`config.mk`:
```
export PLATFORM = sky130hd
export DESIGN_NAME = arb_wrr_tlp
export DESIGN_NICKNAME = d
export VERILOG_FILES = /design/src/rtl/pcie_tx_pkg.sv /design/src/rtl/arb_rr_pick.sv /design/src/rtl/arb_wrr_tlp.sv
export SDC_FILE = /design/constraint.sdc
export NUM_CORES = 1
export LEC_CHECK = 0
export CORE_AREA = 2 2 451 453
export CTS_BUF_LIST = sky130_fd_sc_hd__clkbuf_16
export CTS_CLUSTER_SIZE = 40
export DETAILED_ROUTE_END_ITERATION = 16
export DIE_AREA = 0 0 453 455
export DONT_BUFFER_PORTS = 1
export HOLD_SLACK_MARGIN = 0.12
export PLACE_DENSITY = 0.3
export SETUP_SLACK_MARGIN = 0.05
export SLEW_MARGIN = 20
export SYNTH_ARGS = -nofsm -noshare
export SYNTH_HDL_FRONTEND = slang
export SYNTH_SLANG_ARGS = --single-unit
```
`constraint.sdc`:
```
create_clock -name clk -period 5.1 [get_ports clk]
set_input_delay 1.02 -clock clk [delete_from_list [all_inputs] [get_ports clk]]
set_output_delay 1.02 -clock clk [all_outputs]
set_load 0.1 [all_outputs]
```
`src/rtl/pcie_tx_pkg.sv`:
```
// Shared constants and types for the PCIe TX virtual-channel arbiter.
package pcie_tx_pkg;

    localparam int TLP_W_DEF = 224;
    localparam int MAX_VC    = 8;

    typedef enum logic {
        ST_IDLE  = 1'b0,
        ST_BURST = 1'b1
    } arb_state_t;

endpackage

```
`src/rtl/arb_rr_pick.sv`:
```
// Rotated find-first-set: returns the first asserted request at or above ptr, wrapping at N-1.
module arb_rr_pick #(
    parameter int N     = 4,
    parameter int IDX_W = 2
) (
    input  logic [N-1:0]     req,
    input  logic [IDX_W-1:0] ptr,
    output logic [IDX_W-1:0] grant,
    output logic             any
);

    always_comb begin
        int               sum;
        logic [IDX_W-1:0] idx;
        sum   = 0;
        idx   = '0;
        grant = '0;
        any   = 1'b0;
        for (int i = 0; i < N; i++) begin
            sum = int'(ptr) + i;
            idx = IDX_W'((sum >= N) ? sum - N : sum);
            if (!any && req[idx]) begin
                any   = 1'b1;
                grant = idx;
            end
        end
    end

endmodule

```
`src/rtl/arb_wrr_tlp.sv`:
```
// Weighted round-robin arbiter moving TLPs from NUM_VC show-ahead FIFOs into a registered output stage.
// Build option ARB_STRICT_VC0_EN: a non-empty VC0 pre-empts every round-robin decision.
//
// state    | meaning
// ST_IDLE  | no owner; grant by rotated search starting at ptr
// ST_BURST | cur_vc owns the link while it is non-empty and cnt credits remain
module arb_wrr_tlp
    import pcie_tx_pkg::*;
#(
    parameter int NUM_VC   = 4,
    parameter int TLP_W    = TLP_W_DEF,
    parameter int WEIGHT_W = 4
) (
    input  logic                       clk,
    input  logic                       rst,
    input  logic [NUM_VC-1:0]          vc_empty,
    input  logic [NUM_VC*TLP_W-1:0]    vc_data,
    input  logic [NUM_VC*WEIGHT_W-1:0] vc_weight,
    output logic [NUM_VC-1:0]          vc_rd_en,
    output logic [TLP_W-1:0]           tlp_o,
    output logic                       tlp_valid_o,
    input  logic                       tlp_ready_i
);

    localparam int               IDX_W   = $clog2(NUM_VC);
    localparam logic [IDX_W-1:0] LAST_VC = IDX_W'(NUM_VC - 1);

    arb_state_t          state, state_nxt;
    logic [IDX_W-1:0]    cur_vc, cur_vc_nxt;
    logic [IDX_W-1:0]    ptr, ptr_nxt;
    logic [IDX_W-1:0]    pick_ptr, pick_grant, grant;
    logic [WEIGHT_W-1:0] cnt, cnt_nxt, w_sel;
    logic                load, burst_cont, pick_any, grant_any, capture, strict_hit;

    assign load       = !tlp_valid_o || tlp_ready_i;
    assign burst_cont = (state == ST_BURST) && !vc_empty[cur_vc] && (cnt != '0);

    // When a burst ends the search starts just past the old owner in the same cycle.
    assign pick_ptr = (state == ST_BURST) ? ((cur_vc == LAST_VC) ? '0 : cur_vc + 1'b1) : ptr;

    arb_rr_pick #(
        .N     (NUM_VC),
        .IDX_W (IDX_W)
    ) u_pick (
        .req   (~vc_empty),
        .ptr   (pick_ptr),
        .grant (pick_grant),
        .any   (pick_any)
    );

`ifdef ARB_STRICT_VC0_EN
    assign strict_hit = !vc_empty[0];
`else
    assign strict_hit = 1'b0;
`endif

    always_comb begin
        grant     = pick_grant;
        grant_any = pick_any;
        if (strict_hit) begin
            grant     = '0;
            grant_any = 1'b1;
        end else if (burst_cont) begin
            grant     = cur_vc;
            grant_any = 1'b1;
        end
    end

    assign capture = !rst && load && grant_any;
    assign w_sel   = vc_weight[int'(grant)*WEIGHT_W +: WEIGHT_W];

    always_comb begin
        vc_rd_en = '0;
        if (capture) vc_rd_en[grant] = 1'b1;
    end

    always_comb begin
        state_nxt  = state;
        cur_vc_nxt = cur_vc;
        cnt_nxt    = cnt;
        ptr_nxt    = ptr;
        if (load && strict_hit) begin
            // VC0 service drops any burst but leaves ptr and credits untouched.
            state_nxt = ST_IDLE;
        end else if (load) begin
            if (burst_cont) begin
                cnt_nxt = cnt - 1'b1;
            end else begin
                if (state == ST_BURST) ptr_nxt = pick_ptr;
                if (pick_any) begin
                    state_nxt  = ST_BURST;
                    cur_vc_nxt = pick_grant;
                    cnt_nxt    = (w_sel == '0) ? '0 : w_sel - 1'b1;
                end else begin
                    state_nxt = ST_IDLE;
                end
            end
        end
    end

    always_ff @(posedge clk) begin
        if (rst) begin
            state       <= ST_IDLE;
            cur_vc      <= '0;
            cnt         <= '0;
            ptr         <= '0;
            tlp_valid_o <= 1'b0;
            tlp_o       <= '0;
        end else begin
            state  <= state_nxt;
            cur_vc <= cur_vc_nxt;
            cnt    <= cnt_nxt;
            ptr    <= ptr_nxt;
            if (capture) begin
                tlp_o       <= vc_data[int'(grant)*TLP_W +: TLP_W];
                tlp_valid_o <= 1'b1;
            end else if (load) begin
                tlp_valid_o <= 1'b0;
            end
        end
    end

endmodule

```
# Word-level counts from Yosys, hierarchy flattened

Cells that the tools add are included.

Register bits: 234
Memories kept: 0
Bits in latches: 0
Bits in read-only memories: 0
Memory bits (writable): 0

Add/sub/neg operators: 10
$mul: 1
Div/mod/pow operators: 0
Shift-type cells: 2
Reductions and logical operators: 23
Bitwise operators: 2
Muxes and demuxes: 35
Magnitude comparators: 11
Equal/unequal tests: 1

Operators by type and width:

| kind                                                              | number |
|---|---|
| variable part select 896 x 11 -> 224 bit                          | 1 |
| two-way mux 2 bit                                                 | 11 |
| < comparator 2 x 3 -> 1 bit, second input constant                | 6 |
| two-way mux 4 bit                                                 | 4 |
| variable part select 16 x 5 -> 4 bit                              | 1 |
| two-way mux 1 bit                                                 | 14 |
| binary-select mux 1 bit (select 2 bit)                            | 5 |
| greater-or-equal comparator 3 bit, second input constant          | 3 |
| logical AND 1 bit                                                 | 8 |
| subtractor 2 x 1 -> 2 bit, second input constant                  | 4 |
| subtractor 4 x 1 -> 4 bit, second input constant                  | 2 |
| adder 2 x 2 -> 3 bit, second input constant                       | 2 |
| logical NOT 1 bit                                                 | 6 |
| AND reduction 3 bit                                               | 2 |
| multiplier 2 x 3 -> 5 bit, second input constant                  | 1 |
| logical NOT 4 bit                                                 | 1 |
| inverter 4 bit                                                    | 1 |
| AND reduction 2 bit                                               | 2 |
| nonzero test 2 bit                                                | 2 |
| nonzero test 4 bit                                                | 1 |
| adder 2 x 1 -> 3 bit, second input constant                       | 1 |
| greater-or-equal comparator 2 x 3 -> 1 bit, second input constant | 1 |
| adder 2 x 1 -> 2 bit, second input constant                       | 1 |
| demux 1 bit (select 2 bit)                                        | 1 |
| 4 further kinds                                                   | 4 |

# Logic depth before layout (Yosys ltp)

Gate-level depths: netlist of the first run.

Depth in word-level cells: 23
Depth in mapped cells: 14

# Modules after synthesis

Synthesis of the first run repeated with hierarchy kept, for this count alone.

Cells, all modules: 891
Area, all modules: 12841.1 um^2

By module, submodules not included:

| module      | cells each | area an instance (um^2) | times used |
|---|---|---|---|
| arb_wrr_tlp | 876        | 12763.5                 | 1 |
| arb_rr_pick | 15         | 77.6                    | 1 |

# Worst setup path after synthesis of the first run

No wires, ideal clock.

Kind: input -> output
From: input vc_empty[3]
To: output vc_rd_en[0]
Buffers on the path: 4
Required time: 4.080 ns
Stages on the path: 9
Arrival time: 5.398 ns
Path slack: -1.318 ns
Cell sequence: mux2i_1 -> o221a_2 -> o21ai_1 -> mux2_4 -> buf_6 -> buf_2 -> buf_2 -> buf_2 -> nor4_1

Longest elaborated chain between the ends: 19
Elaborated cells between the ends (all ways): 37

RTL lines:

| item                                                                                                            | line              | RTL |
|---|---|---|
| from (decl)                                                                                                     | arb_wrr_tlp.sv:16 | `input logic [NUM_VC-1:0] vc_empty,` |
| inverter 4 bit                                                                                                  | arb_wrr_tlp.sv:45 | `.req (~vc_empty),` |
| binary-select mux 1 bit (select 2 bit)                                                                          | arb_rr_pick.sv:22 | `if (!any && req[idx]) begin` |
| two-way mux 1 bit (not written as such)                                                                         | arb_rr_pick.sv:22 |  |
| two-way mux 1 bit                                                                                               | arb_rr_pick.sv:22 |  |
| logical NOT 1 bit                                                                                               | arb_rr_pick.sv:22 |  |
| logical AND 1 bit                                                                                               | arb_rr_pick.sv:22 |  |
| two-way mux 1 bit                                                                                               | arb_rr_pick.sv:22 |  |
| logical NOT 1 bit                                                                                               | arb_rr_pick.sv:22 |  |
| [... 3 more ...]                                                                                                | -                 |  |
| logical AND 1 bit                                                                                               | arb_rr_pick.sv:22 |  |
| two-way mux 2 bit                                                                                               | arb_rr_pick.sv:22 |  |
| two-way mux 2 bit                                                                                               | arb_wrr_tlp.sv:63 | `end else if (burst_cont) begin` |
| < comparator 2 x 3 -> 1 bit (not written as such) or greater-or-equal comparator 2 x 1 -> 1 bit (tied branches) | arb_wrr_tlp.sv:74 | `if (capture) vc_rd_en[grant] = 1'b1;` |
| logical AND 1 bit (not written as such)                                                                         | arb_wrr_tlp.sv:74 |  |
| two-way mux 1 bit (not written as such)                                                                         | arb_wrr_tlp.sv:74 |  |
| demux 1 bit (select 2 bit)                                                                                      | arb_wrr_tlp.sv:74 |  |
| two-way mux 4 bit *                                                                                             | arb_wrr_tlp.sv:74 |  |
| to (decl)                                                                                                       | arb_wrr_tlp.sv:19 | `output logic [NUM_VC-1:0] vc_rd_en,` |

Every way passes the cells marked *; elsewhere a longest branch is shown, timed or not. The select of a mux whose other input is x is not followed.

# Final worst setup path of the first run

From: register cur_vc[0]
To: output vc_rd_en[1]

Longest elaborated chain between the ends: 23
Elaborated cells between the ends (all ways): 55

RTL lines:

| item                                                          | line               | RTL |
|---|---|---|
| from (decl)                                                   | arb_wrr_tlp.sv:29  | `logic [IDX_W-1:0] cur_vc, cur_vc_nxt;` |
| from (signal assigned)                                        | arb_wrr_tlp.sv:111 | `cur_vc <= cur_vc_nxt;` |
| branches (longest 22 deep; another with adder 2 x 1 -> 3 bit) | -                  |  |
| two-way mux 4 bit *                                           | arb_wrr_tlp.sv:74  |  |

Every way passes the cells marked *. The select of a mux whose other input is x is not followed.

==> summary.md, run 1 <==
| Metric | Value |
|---|---|
| Final nets | `3384` |
| DRC Markers | `0` |
| Total wire length | `131800 µm` |
| Fin. Hold Viols | `0` |
| Fraction of registers with async set/reset | `0%` |
| IO Count | `1148` |
| RSZ-0062 raised after global routing | `no` |
| Worst-path fanout max | `12` |
| Number of filler cells placed in the layout | `23780` |
| Switching Fraction | `57.07%` |
| CTS root buf | `clkbuf_16` |
| Reg2reg path depth | `10` |
| Mapped Cells | `2579` |
| Final core occ | `9.860%` |
| Die width | `453 µm` |
| Total Neg Setup Slack | `0 ps` |
| Tot Pwr | `12.41 mW` |
| Power per cell area | `625.4 nW/µm²` |
| Dpl ws | `526.7 ps` |
| Register area share after synthesis | `31.15%` |
| CTS HTree Levels | `2` |
| Setup Viol. Count Final | `0` |
| DR vias | `18490` |
| Reg power frac | `40.6%` |
| Max-slew violation count | `0` |
| Worst Setup Start Kind | `register` |
| CTS max path bufs | `3` |
| RR Endpoint | `cnt[0]` |
| Vias in the first global route | `17370` |
| Hold Buf Count CTS | `0` |
| Setup Fix Bufs, Post-CTS | `0` |
| R2R Setup Slk | `950 ps` |
| Dominant synthesized flop cell | `dfxtp_1` |
| Die height | `455 µm` |
| CTS Buf Count | `41` |
| Clock sink count | `234` |
| Final period utilization | `92.39%` |
| Initial DRC Count | `1486` |
| Crit path DAT | `3690 ps` |
| Relative slew margins | `20.34%` |
| Critical path class | `register to output port` |
| Hold Crit Start | `ptr[1]` |
| Detailed-route vias per instance | `3.568` |
| WHS | `459.6 ps` |
| Gpl congestion | `0.9185` |
| Combinational power share | `34.0%` |
| Leak | `7.304 nW` |
| Core area | `201300 µm²` |
| First-pass GRT wire length | `166300 µm` |
| Initial cell density of the core | `7.472%` |
| Die area | `206100 µm²` |
| Max rail drop VDD | `0.0002041 V` |
| Worst clock skew | `44.54 ps` |
| Post-detail-place hpwl | `105900 µm` |
| Share of layout cells above drive strength 1 | `6.380%` |
| Least-Margin Pin Slew | `1193 ps` |
| Synth Net Count | `3500` |
| Psw | `7.083 mW` |
| Mapped Area | `15040 µm²` |
| Status | `finished clean` |
| Synthesized flop and latch total | `234` |
| CP endpoint kind | `output port` |
| Skew-Pair Late Insertion Delay | `640 ps` |
| Wire length per cell | `25.44 µm` |
| CTS tree | `yes` |
| Worst path required time | `4080 ps` |
| Yosys warns | `0` |
| Max Freq | `212.2 MHz` |
| Antenna-violating nets left | `0` |
| Clock group share of total power | `25.4%` |
| Drt pass-1 iters | `6` |
| Hold Path Class | `register to register` |
| Site Rows | `165` |
| Total track usage | `11.98%` |
| GR Overflow Total | `0` |
| Port-buffer cells | `0` |
| FF-to-FF Start | `cur_vc[0]` |
| Clock slew at reported path FFs | `50 ps` |
| Layout Area Growth over Synthesis | `31.96%` |
| Min-Delay Endpoint | `ptr[1]` |
| Post-synth cell types | `44` |
| Tmin final | `4712 ps` |
| Initial antenna violation count | `61` |
| Post-cts gate resize count | `0` |
| Internal power | `5.328 mW` |
| Post-synth EDFFs | `0` |
| Syn avg cell area | `5.831 µm²` |
| Max Cap Violations | `0` |
| PnR worst setup slack | `388.3 ps` |
| Pin count of the biggest net entering global routing | `238` |
| Hold Path Depth | `2` |
## kinds of logic (layout without fill, tap and decap cells)
kind of cell,count (synthesis),after routing,synth area share [%]
flip-flops,234,234,31.15
adder cells (fa/ha/maj),2,2,0.1664
AND/OR/NAND/NOR,1843,1843,52.28
buffers and inverters,232,145,6.265
AO/OA/AOI/OAI,256,256,9.093
XOR/XNOR,1,1,0.05825
multiplexers,11,11,0.9900
other,0,18,0
## registers in the layout (all words and copies together), names as in the netlist
register     count
tlp_valid_o      1
tlp_o          224
ptr              2
cur_vc           2
state            1
cnt              4
## cell type report
cell class | instances | area (µm²) | area share (%)
Timing Repair Buffer | 70 | 784.5 | 3.953
Clock inverter | 31 | 412.9 | 2.080
Antenna cell | 18 | 45.04 | 0.2270
Multi-Input combinational cell | 2113 | 9533 | 48.03
Clock buffer | 41 | 1026 | 5.170
Inverter | 3 | 11.26 | 0.05674
Sequential cell | 234 | 4691 | 23.64
Tap cell | 2672 | 3343 | 16.85
## metrics by stage
stage / area, µm² / instances
2_1_floorplan: 15070 / 2579
3_3_place_gp: 18340 / 5090
3_5_place_dp: 18360 / 5092
4_1_cts: 19800 / 5164
5_1_grt: 19820 / 5170
6_report: 19850 / 5182
## cells in the final DEF (no fill, tap or decap), types with 3 or more instances in the layout
cell type / instances
mux2i_1: 6
clkinv_1: 6
buf_4: 48
inv_1: 6
clkbuf_16: 41
buf_12: 21
nor2_1: 7
nand2b_1: 5
dfxtp_2: 5
clkinv_2: 5
nand3_1: 680
bufinv_16: 9
a21oi_1: 236
diode_2: 18
dfxtp_1: 229
nand2_1: 1130
nor3_1: 6
o21ai_0: 3
nor4_4: 5
inv_6: 3
## per-layer routing
layer,track usage [%],wire length [µm],vias up
met2,19.72,62190,947
met5,0,287,-
met4,3.078,3341,42
li1,-,-,8365
met1,14.24,52230,8948
met3,5.087,13760,187
## cell usage after synthesis, types with 3 or more instances
| master | instances | area share (%) |
|---|---|---|
| a21oi_1 | 236 | 7.9 |
| nor2_1 | 8 | 0.20 |
| buf_1 | 31 | 0.77 |
| mux2i_1 | 6 | 0.40 |
| nand2_1 | 1130 | 28 |
| dfxtp_1 | 234 | 31 |
| nor4_1 | 4 | 0.17 |
| buf_2 | 48 | 1.6 |
| nand2b_1 | 5 | 0.21 |
| inv_1 | 3 | 0.075 |
| nand3_1 | 680 | 23 |
| o21ai_0 | 3 | 0.10 |
| clkbuf_1 | 148 | 3.7 |
| nor3_1 | 7 | 0.23 |
## critical path, stage by stage, from the launching register on
cell       delay, ps
dfxtp_1          590
ha_1             320
mux2_4           300
mux2i_1          170
a2111oi_4        430
mux2i_4          330
buf_12           280
nor4_4           220
buf_4            340
## how the worst max path moves through the flow
stage | end | slack (ps) | depth (start not counted) | start
final | vc_rd_en[1] | 390 | 8 | cur_vc[0]
after global routing | vc_rd_en[1] | 150 | 8 | cur_vc[0]
after CTS | vc_rd_en[1] | 200 | 8 | cur_vc[0]
after detailed placement | cnt[0] | 530 | 9 | vc_empty[2]
after global placement | cnt[0] | 470 | 9 | vc_empty[2]
after floorplan | vc_rd_en[0] | -160 | 9 | vc_empty[3]
## power by group through the flow
stage,Sequential [mW],Combinational (mW),Clock (mW)
after CTS,5.05,4.34,3.34
after global placement,5.11,4.29,0
after detailed placement,5.08,4.33,0
final,5.04,4.22,3.15
after global routing,5.07,4.66,3.39
after floorplan,5.04,2.49,0
Note: power is estimated with default switching activity, not from simulation.
==> run 2: changes to the inputs <==
==> constraint.sdc (replaced) <==
create_clock -name clk -period 5.3 [get_ports clk]
set_input_delay 1.06 -clock clk [delete_from_list [all_inputs] [get_ports clk]]
set_output_delay 1.06 -clock clk [all_outputs]
set_load 0.1 [all_outputs]
==> run 2 against run 1 <==
Final cell count hardly changed. Global-route usage rose by 0.27 points. Combinational power shrank 5.2%. Utilization shrank 0.090 points. First-iteration DRC count is 5.7% higher. Clock power fell by 11%. Via count is essentially flat. Sequential share of layout area rose by 0.24 points. Clock skew is 11 ps lower. Die area unchanged. Total power shrank 6.0%. Worst setup slack better by 290 ps. Critical endpoint is now vc_rd_en[0]. Largest cell class unchanged.
==> summary.md, run 2 (synthesis gave the netlist of run 1 again) <==
| Metric | Value |
|---|---|
| Status | `finished clean` |
| Crit path DAT | `3570 ps (-120 ps)` |
| Power per cell area | `593.3 nW/µm² (-5.1%)` |
| Total wire length | `135100 µm (+2.5%)` |
| Die area | `206100 µm² (unchanged)` |
| Most common cell after layout, fill and taps aside | `nand2_1` |
| Die height | `455 µm (unchanged)` |
| Tot Pwr | `11.67 mW (-6.0%)` |
| Relative slew margins | `22.57% (+2.2 points)` |
| Initial antenna violation count | `79 (+30%)` |
| Worst-path fanout max | `54 (+42)` |
| Hold Path Class | `register to register` |
| Tmin final | `4627 ps` |
| CP max-delay cell | `dfxtp_1` |
| Most frequent CP cell | `nor4_4` |
| Skew-Pair Late Insertion Delay | `640 ps (about the same)` |
| First-pass GRT wire length | `168600 µm (+1.4%)` |
| CTS Buf Count | `40 (-2.4%)` |
| Layout Area Growth over Synthesis | `30.76%` |
| Number of filler cells placed in the layout | `23840 (+0.26%)` |
| Post-cts gate resize count | `0 (unchanged)` |
| Fin. Hold Viols | `0 (unchanged)` |
| Worst Path Buf+Inv | `1 (-1)` |
| Max Freq | `216.1 MHz` |
| Port-buffer cells | `0 (unchanged)` |
| Worst clock skew | `33.82 ps (-10.72 ps)` |
| Initial DRC Count | `1570 (+5.7%)` |
| Final nets | `3383 (-0.030%)` |
| CTS max path bufs | `3 (unchanged)` |
| Least-Margin Pin Slew | `1160 ps (-33.43 ps)` |
| Max rail drop VDD | `0.0001869 V (-8.4%)` |
| CTS HTree Levels | `2 (unchanged)` |
| Setup Viol. Count Final | `0 (unchanged)` |
| Max Cap Violations | `0 (unchanged)` |
| Worst-path cell chain | `ha_1 > mux2_4 > nor4_4 > a2111oi_4 > mux2_8 > nor4_4 > buf_12` |
| Vias in the first global route | `17010 (-2.0%)` |
| Max incr delay on CP | `610 ps (+20 ps)` |
| Share of layout cells above drive strength 1 | `6.458% (+0.078 points)` |
| Hold Buf Count CTS | `0 (unchanged)` |
| Worst path required time | `4240 ps (+160 ps)` |
| Top reg by flops | `tlp_o` |
| GR Overflow Total | `0 (unchanged)` |
| Dpl ws | `812.6 ps (+285.9 ps)` |
| Leak | `7.238 nW (-0.91%)` |
| CP delay by family, top | `multiplexers` |
| CTS tree | `yes` |
| Placed cells | `5092 (unchanged)` |
| Die width | `453 µm (unchanged)` |
| Final core occ | `9.770% (-0.090 points)` |
| Total track usage | `12.25% (+0.27 points)` |
| Max reg flops | `224 (unchanged)` |
| DRC Markers | `0 (unchanged)` |
| DR vias | `18480 (-0.059%)` |
| Pin count of the biggest net entering global routing | `238 (unchanged)` |
| Most frequent cells in the layout | `1130 x nand2_1, 680 x nand3_1, 236 x a21oi_1, 225 x dfxtp_1, 54 x buf_4` |
| Drt pass-1 iters | `5 (-1)` |
| Post-detail-place hpwl | `108300 µm (+2.3%)` |
| Final period utilization | `87.29%` |
| RSZ-0062 raised after global routing | `no` |
| Initial cell density of the core | `7.472% (unchanged)` |
| Core area | `201300 µm² (unchanged)` |
| Max-slew violation count | `0 (unchanged)` |
| Gpl congestion | `0.9039 (-1.6%)` |
| Critical path class | `register to output port` |
| Wire length per cell | `26.07 µm (+2.5%)` |
| Antenna-violating nets left | `0 (unchanged)` |
| Clock slew at reported path FFs | `60 ps (about the same)` |
| Setup Fix Bufs, Post-CTS | `0 (unchanged)` |
| Worst Setup Start Kind | `register` |
| PnR worst setup slack | `673.4 ps (+285.2 ps)` |
| CP endpoint kind | `output port` |
| Site Rows | `165 (unchanged)` |
| IO Count | `1148 (unchanged)` |
| Clock sink count | `234 (unchanged)` |
| CTS root buf | `clkbuf_16` |
| Total Neg Setup Slack | `0 ps (unchanged)` |
| Largest regs | `tlp_o x224, cnt x4` |
| Detailed-route vias per instance | `3.566 (about the same)` |
| Final std cells w/o fill | `5181 (-0.019%)` |
## run 2: where the power goes
group | internal [mW] | leakage, nW | switching [mW]
registers | 2.13 | 1.94 | 2.72
clock network | 1.63 | 0.662 | 1.18
logic | 1.13 | 4.63 | 2.87
## run 2: final timing paths
path,start,endpoint,slack [ps],cells after the start
hold / removal,ptr[0],ptr[0],450,2
hold reg to reg,ptr[0],ptr[0],450,2
setup reg to reg,cur_vc[0],cnt[2],1060,8
setup / recovery,cur_vc[0],vc_rd_en[0],670,7
## run 2: cell type report
cell class                 instances  area [µm²]  area share, %
multi-input combinational       2113        9528          48.45
sequential                       234        4696          23.88
tap                             2672        3343          17.00
timing repair buffer              70       725.7          3.690
inverter                           3       11.26        0.05726
clock inverter                    33       320.3          1.629
antenna                           16       40.04         0.2036
clock buffer                      40        1001          5.090
## run 2: metal layers
layer | track usage (%) | share of wire (%) | vias to the layer above
li1 | - | - | 8357
met1 | 14.34 | 39 | 8917
met2 | 20.62 | 48 | 916
met3 | 5.066 | 10 | 214
met4 | 2.927 | 2.4 | 74
met5 | 0 | 0.37 | -
## run 2: per-stage QoR
| stage | instance area (µm²) | hold slack, ps |
|---|---|---|
| final | 19670 | 450.7 |
| after global routing | 19640 | 482.0 |
| after CTS | 19620 | 449.7 |
| after detailed placement | 18300 | 446.2 |
| after global placement | 18300 | 440.8 |
| after floorplan | 15070 | 431.8 |
## run 2: worst min-delay path, cell delays in order (launching register included)
cell and delay [ps]:
dfxtp_1 300, nand2_1 50, a21oi_1 50
